<file path="config.mk">
export PLATFORM = sky130hd
export DESIGN_NAME = traffic_light_controller_param
export DESIGN_NICKNAME = d
export VERILOG_FILES = /design/src/rtl/traffic_light_controller_param.sv
export SDC_FILE = /design/constraint.sdc
export NUM_CORES = 1
export LEC_CHECK = 0
export ABC_CLOCK_PERIOD_IN_PS = 2500
export BUFFER_PORTS_ARGS = -buffer_cell sky130_fd_sc_hd__buf_2
export CORE_UTILIZATION = 50
export DETAILED_ROUTE_END_ITERATION = 8
export PLACE_DENSITY = 0.74
export SYNTH_ARGS = -nofsm -noshare
export SYNTH_HDL_FRONTEND = slang
export SYNTH_SLANG_ARGS = --single-unit
export TNS_END_PERCENT = 10
</file>
<file path="constraint.sdc">
create_clock -name clk -period 2.5 [get_ports clk]
set_input_delay 0.25 -clock clk [delete_from_list [all_inputs] [get_ports clk]]
set_output_delay 0.25 -clock clk [all_outputs]
set_load 0.01 [all_outputs]
</file>
<file path="src/rtl/traffic_light_controller_param.sv">
// Two-road traffic light controller with parametrised phase lengths, latched pedestrian
// request, all-red clearance and night-mode flashing entered only from highway green.
//   state  | meaning
//   S_HW_G | highway green, local red; waits for min-green and demand
//   S_HW_Y | highway yellow
//   S_RED1 | all-red clearance before local green
//   S_LR_G | local green, pedestrian walk
//   S_LR_Y | local yellow
//   S_RED2 | all-red clearance before highway green
//   S_FLSH | night flashing (highway amber / local red blink)
module traffic_light_controller_param #(
    parameter int HW_GREEN_MIN = 35,
    parameter int LR_GREEN     = 35,
    parameter int YELLOW       = 15,
    parameter int ALL_RED      = 1,
    parameter int FLASH_HALF   = 8,
    parameter int CNT_W        = 8
) (
    input  logic       clk,
    input  logic       rst_n,
    input  logic       lr_has_car,
    input  logic       ped_req,
    input  logic       night_mode,
    output logic [2:0] hw_light,
    output logic [2:0] lr_light,
    output logic       ped_walk
);

    typedef enum logic [2:0] {
        S_HW_G = 3'd0,
        S_HW_Y = 3'd1,
        S_RED1 = 3'd2,
        S_LR_G = 3'd3,
        S_LR_Y = 3'd4,
        S_RED2 = 3'd5,
        S_FLSH = 3'd6
    } state_t;

    localparam logic [CNT_W-1:0] HGM_TC = CNT_W'(HW_GREEN_MIN - 1);
    localparam logic [CNT_W-1:0] LRG_TC = CNT_W'(LR_GREEN - 1);
    localparam logic [CNT_W-1:0] YEL_TC = CNT_W'(YELLOW - 1);
    localparam logic [CNT_W-1:0] RED_TC = CNT_W'(ALL_RED - 1);
    localparam logic [CNT_W-1:0] FLH_TC = CNT_W'(FLASH_HALF - 1);

    state_t           r_state;
    state_t           w_next;
    logic [CNT_W-1:0] r_count;
    logic [CNT_W-1:0] w_count_next;
    logic             r_ped_pending;
    logic             w_ped_next;
    logic             r_flash_ph;
    logic             w_flash_next;

    always_ff @(posedge clk) begin
        if (!rst_n) begin
            r_state       <= S_HW_G;
            r_count       <= '0;
            r_ped_pending <= 1'b0;
            r_flash_ph    <= 1'b0;
        end else begin
            r_state       <= w_next;
            r_count       <= w_count_next;
            r_ped_pending <= w_ped_next;
            r_flash_ph    <= w_flash_next;
        end
    end

    always_comb begin
        w_next = r_state;
        case (r_state)
            S_HW_G: begin
                if (night_mode)
                    w_next = S_FLSH;
                else if ((r_count >= HGM_TC) && (lr_has_car || r_ped_pending))
                    w_next = S_HW_Y;
            end
            S_HW_Y: if (r_count == YEL_TC) w_next = S_RED1;
            S_RED1: if (r_count == RED_TC) w_next = S_LR_G;
            S_LR_G: if (r_count == LRG_TC) w_next = S_LR_Y;
            S_LR_Y: if (r_count == YEL_TC) w_next = S_RED2;
            S_RED2: if (r_count == RED_TC) w_next = S_HW_G;
            S_FLSH: if (!night_mode) w_next = S_RED2;
            default: w_next = S_HW_G;
        endcase
    end

    // HW_G count saturates so the demand check stays satisfied indefinitely.
    always_comb begin
        w_count_next = r_count + 1'b1;
        w_flash_next = r_flash_ph;
        if (w_next != r_state) begin
            w_count_next = '0;
            if (w_next == S_FLSH)
                w_flash_next = 1'b0;
        end else if ((r_state == S_HW_G) && (r_count >= HGM_TC)) begin
            w_count_next = r_count;
        end else if ((r_state == S_FLSH) && (r_count == FLH_TC)) begin
            w_count_next = '0;
            w_flash_next = ~r_flash_ph;
        end
        w_ped_next = (r_ped_pending | ped_req) & ~((w_next == S_LR_G) && (r_state != S_LR_G));
    end

    always_comb begin
        hw_light = 3'b001;
        lr_light = 3'b001;
        ped_walk = 1'b0;
        case (r_state)
            S_HW_G: hw_light = 3'b100;
            S_HW_Y: hw_light = 3'b010;
            S_LR_G: begin
                lr_light = 3'b100;
                ped_walk = 1'b1;
            end
            S_LR_Y: lr_light = 3'b010;
            S_FLSH: begin
                hw_light = r_flash_ph ? 3'b000 : 3'b010;
                lr_light = r_flash_ph ? 3'b000 : 3'b001;
            end
            default: begin
                hw_light = 3'b001;
                lr_light = 3'b001;
            end
        endcase
    end

endmodule

</file>
# Word level (Yosys, flattened, before mapping)
# Cells that the tools add are included.
# op_classes
n_lt_le_gt_ge	1
n_reduce_logical	10
add_sub_neg	1
bitwise	5
muxes	19
eq_ne	15
# op_table
op	count
$mux W3	8
$pmux W3 S7	1
$pmux W3 S3	2
$eq A3 B3 Y1 const B	4
$eq A3 B2 Y1 const B	3
$add A8 B1 Y8 const B	1
$eq A8 B3 Y1 const B	1
$eq A8 B4 Y1 const B	1
$eq A8 B6 Y1 const B	1
$ge A8 B6 Y1 const B	1
$logic_not A8 Y1	1
$mux W8	1
$mux W1	6
$logic_and A1 B1 Y1	4
$eq A3 B1 Y1 const B	1
$logic_not A3 Y1	1
$ne A3 B2 Y1 const B	1
$ne A3 B3 Y1	1
$not A1 Y1	3
$reduce_and A3 Y1	1
$mux W2	1
$ne A2 B1 Y1 const B	1
$ne A2 B2 Y1 const B	1
$reduce_bool A2 Y1	1
4 further kinds	4
# word_totals
in_bits	5
ff_bits	13

# Depth between registers and ports, before layout
# logic_depth
depth_word	9
mapped_depth	7
mapped_depth_nobuf	7

# Least setup slack after synthesis
# OpenSTA, ideal clock, no wires.
# synth_timing
path_type	reg-to-reg
startpoint	reg r_count[1]
endpoint	reg r_count[2]
setup_ns	0.138
stages_incl_launch_ff	8
path_buffers	0
slack_ns	0.605
t_arrival_ns	1.757
cell_sequence	dfxtp_1 inv_1 ha_1 or3b_2 nor3_1 nor2_1 o21ai_4 a211oi_1
# synth_via
elab_chain_cells	7
elab_cells_between_ends	20
# synth_rtl
item	line_no	source
start: declaration	47	logic [CNT_W-1:0] r_count;
start signal: assignment	62	r_count <= w_count_next;
$ge A8 B6 Y1	74, 95	
$logic_and A1 B1 Y1	74	else if ((r_count >= HGM_TC) && (lr_has_car || r_ped_pending))
$mux W3	74	
$mux W3	72	if (night_mode)
$pmux W3 S7	70	case (r_state)
$ne A3 B3 Y1	91	if (w_next != r_state) begin
$reduce_or A2 Y1 (no source line)	-	
# Several ways; a longest one is shown, not always the timed one.
# A chain may end at the register's enable or synchronous reset.

# Worst setup path in the final report
# layout_timing
startpoint	reg r_count[1]
endpoint	reg r_count[5]
# The elaborated chain is that of the path after synthesis.

==> results.json <==
{
  "outcome": "complete, no violations",
  "rsz0062_at_grt": "no",
  "synth_nets": 134,
  "synth_simple_gate_area_share_pct": 31.8,
  "yosys.area.top_type": "dfxtp_1",
  "drt_drc_violations_left": 0,
  "wl_per_cell_um": 14.2,
  "die_w_um": 47.7,
  "leakagePower_nw": 0.434,
  "synthXorXnorAreaFrac_pct": 5.04,
  "dpl.hpwl_mm": 1.79,
  "post-route-util_pct": 58.2,
  "synth-seq-area-share_pct": 25.0,
  "synth_cell_types": 46,
  "fin_crit_ps": 2140,
  "pwr-share-seq_pct": 36.1,
  "use_met2_pct": 36.7,
  "p_comb_share_pct": 47.0,
  "clk_pin_slew_worst_paths_ps": 80,
  "drive_gt1_share_pct": 21.9,
  "tns_ps": 0,
  "cts_max_path_buffers": 2,
  "io_pins": 12,
  "synth_top_family_by_area": "simple AND/OR/NAND/NOR gates",
  "grt_pass1_wl_mm": 3.66,
  "cp_max_fo": 8,
  "cp-start-kind": "flip-flop",
  "nFillCells": 208,
  "grt_pass1_vias": 824,
  "fin_nets": 146,
  "skew_ps": 9.43,
  "cts_inserted_buffers": 3,
  "slew_viol_final": 0,
  "clkPwrFrac_pct": 16.9,
  "drv_cap": 0,
  "finalCritPeriodShare_pct": 85.4,
  "regArea_um2": 260,
  "grt_max_degree": 14,
  "vias": 976,
  "h-tree-depth": 1,
  "start_util_pct": 53.1,
  "hp-class": "in -> reg",
  "syn_area_per_cell_um2": 8.27,
  "synthFlopType": "dfxtp_1",
  "synth_fa_ha_area_share_pct": 3.60,
  "wl_mm": 2.32,
  "via_per_inst": 5.95,
  "grt_usage_pct": 22.9,
  "pwr_density_cell_nw_per_um2": 680,
  "p_switching_mw": 0.339,
  "area_delta_synth_final_pct": 9.60,
  "die_h_um": 47.7,
  "coreArea_um2": 1960,
  "cts_resized": 0,
  "multi_input_area_um2": 733,
  "worstPathArrival_ps": 2280,
  "synth_top_area_share_pct": 25.0,
  "vdd_ir_drop_max_uv": 410,
  "cp_data_required_time_ps": 2640,
  "critical_path_class": "reg -> reg",
  "synth.area.top_cells": "dfxtp_1 25%, o21ai_0 4.3%, a211oi_1 4.3%",
  "synthCells": 126,
  "worstSkewPairLatency_ps": 280,
  "grt_busiest_layer": "met2",
  "grtUsageMet1_pct": 32.5,
  "die_area_um2": 2270,
  "p_int_mw": 0.438,
  "antenna_found_initial": 0,
  "hold_viol": 0,
  "grtUsageMet3_pct": 2.26,
  "ant_nets": 0,
  "ys_ff_latch": 13,
  "clock-sinks": 13,
  "drt_iter0_markers": 22,
  "setup_viol": 0,
  "switching_share_pct": 43.6,
  "synthTopCellsByCount": "13 x dfxtp_1, 12 x nor2_1, 9 x o21ai_0, 8 x nand2_1, 7 x a21oi_1",
  "synth_edf_count": 0,
  "grt_overflow": 0,
  "synth_compound_area_share_pct": 29.9,
  "worst_pin_slew_ps": 532,
  "syn_area_um2": 1040,
  "relSlewSlack_pct": 64.2,
  "postCtsSetupBuffers": 0,
  "async_flop_share_pct": 0,
  "antennaDiodeCount": 0,
  "port_buffers": 11,
  "rows": 16,
  "endpoint_kind": "flip-flop",
  "yosys_warnings": 0,
  "yosysMostFrequentCell": "dfxtp_1",
  "fmax_mhz": 468,
  "first_pass_iters": 4,
  "clock-root-buffer": "clkbuf_4",
  "hold_buffers": 0,
  "cts_tree": "built",
  "synth.area.mux_share_pct": 0,
  "gp_congestion": 0.855
}
## cell type report
type                    count  share of cell area (%)
repair buffers             13                    6.13
inverters                   5                    1.64
flip-flops and latches     13                    22.8
well taps                  27                    2.96
clock buffers               4                    2.30
multi-input cells         102                    64.2
## final timing paths
check	cells after the start	slack, ps	from	endpoint
hold reg to reg	2	580	r_flash_ph	r_flash_ph
setup reg to reg	7	360	r_count[1]	r_count[5]
setup / recovery	7	360	r_count[1]	r_count[5]
hold / removal	3	260	rst_n	r_ped_pending
## power by group through the flow
stage | sequential (mW) | clock, mW | combinational (mW)
after global routing | 0.285 | 0.144 | 0.396
after CTS | 0.278 | 0.134 | 0.362
after detailed placement | 0.283 | 0 | 0.360
after global placement | 0.281 | 0 | 0.354
final | 0.281 | 0.132 | 0.365
after floorplan | 0.260 | 0 | 0.300
## sequential cells by signal (all words and copies together) (netlist names)
| register | flops |
|---|---|
| r_ped_pending | 1 |
| r_flash_ph | 1 |
| r_count | 8 |
| r_state | 3 |
## critical path, cell delays in order, from the launching register on
cell and delay [ps]:
dfxtp_1 400, inv_1 110, ha_1 150, or3b_2 470, nor3_1 290, nor2_1 120
o21ai_4 320, a211oi_1 130
## routing by layer
| metal | routed length (µm) | part of all wire [%] | vias to the layer above |
|---|---|---|---|
| met5 | 0 | 0 | - |
| met4 | 23 | 0.99 | 0 |
| met3 | 78 | 3.4 | 6 |
| met2 | 1050 | 45 | 28 |
| met1 | 1170 | 51 | 455 |
| li1 | - | - | 487 |
## cells by family after synthesis
family                   after synthesis
flip-flops                            13
AO/OA/AOI/OAI                         38
AND/OR/NAND/NOR                       55
buffers and inverters                 11
XOR/XNOR                               6
adder cells (fa/ha/maj)                3
## layout by cell type, fill, tap and decap left out, drive strengths merged
cell     count
dfxtp       13
buf         13
nor2        12
o21ai       10
nand2        8
a21oi        8
a211oi       6
inv          5
nand3        5
clkbuf       4
nand2b       3
nor2b        3
xnor2        3
nand4        3
xor2         3
ha           3
or3          3
nor3         3
and3b        2
nor3b        2
nor4         2
and3         2
or2          2
a31oi        2
o21a         2
o211ai       2
a2111oi      2
o31ai        1
nor4b        1
or3b         1
a21boi       1
and4b        1
and4         1
a221oi       1
o22ai        1
o31a         1
or4b         1
a22oi        1
## metrics by stage
step	instances	total power, mW	setup slack [ps]	hold WS [ps]	instance area, µm²
after floorplan	126	0.560	605	388	1040
after global placement	160	0.634	490	566	1120
after detailed placement	160	0.643	411	558	1120
after CTS	164	0.775	389	264	1140
after global routing	164	0.825	223	265	1140
final	164	0.777	365	261	1140
(Power assumes the default switching activity.)
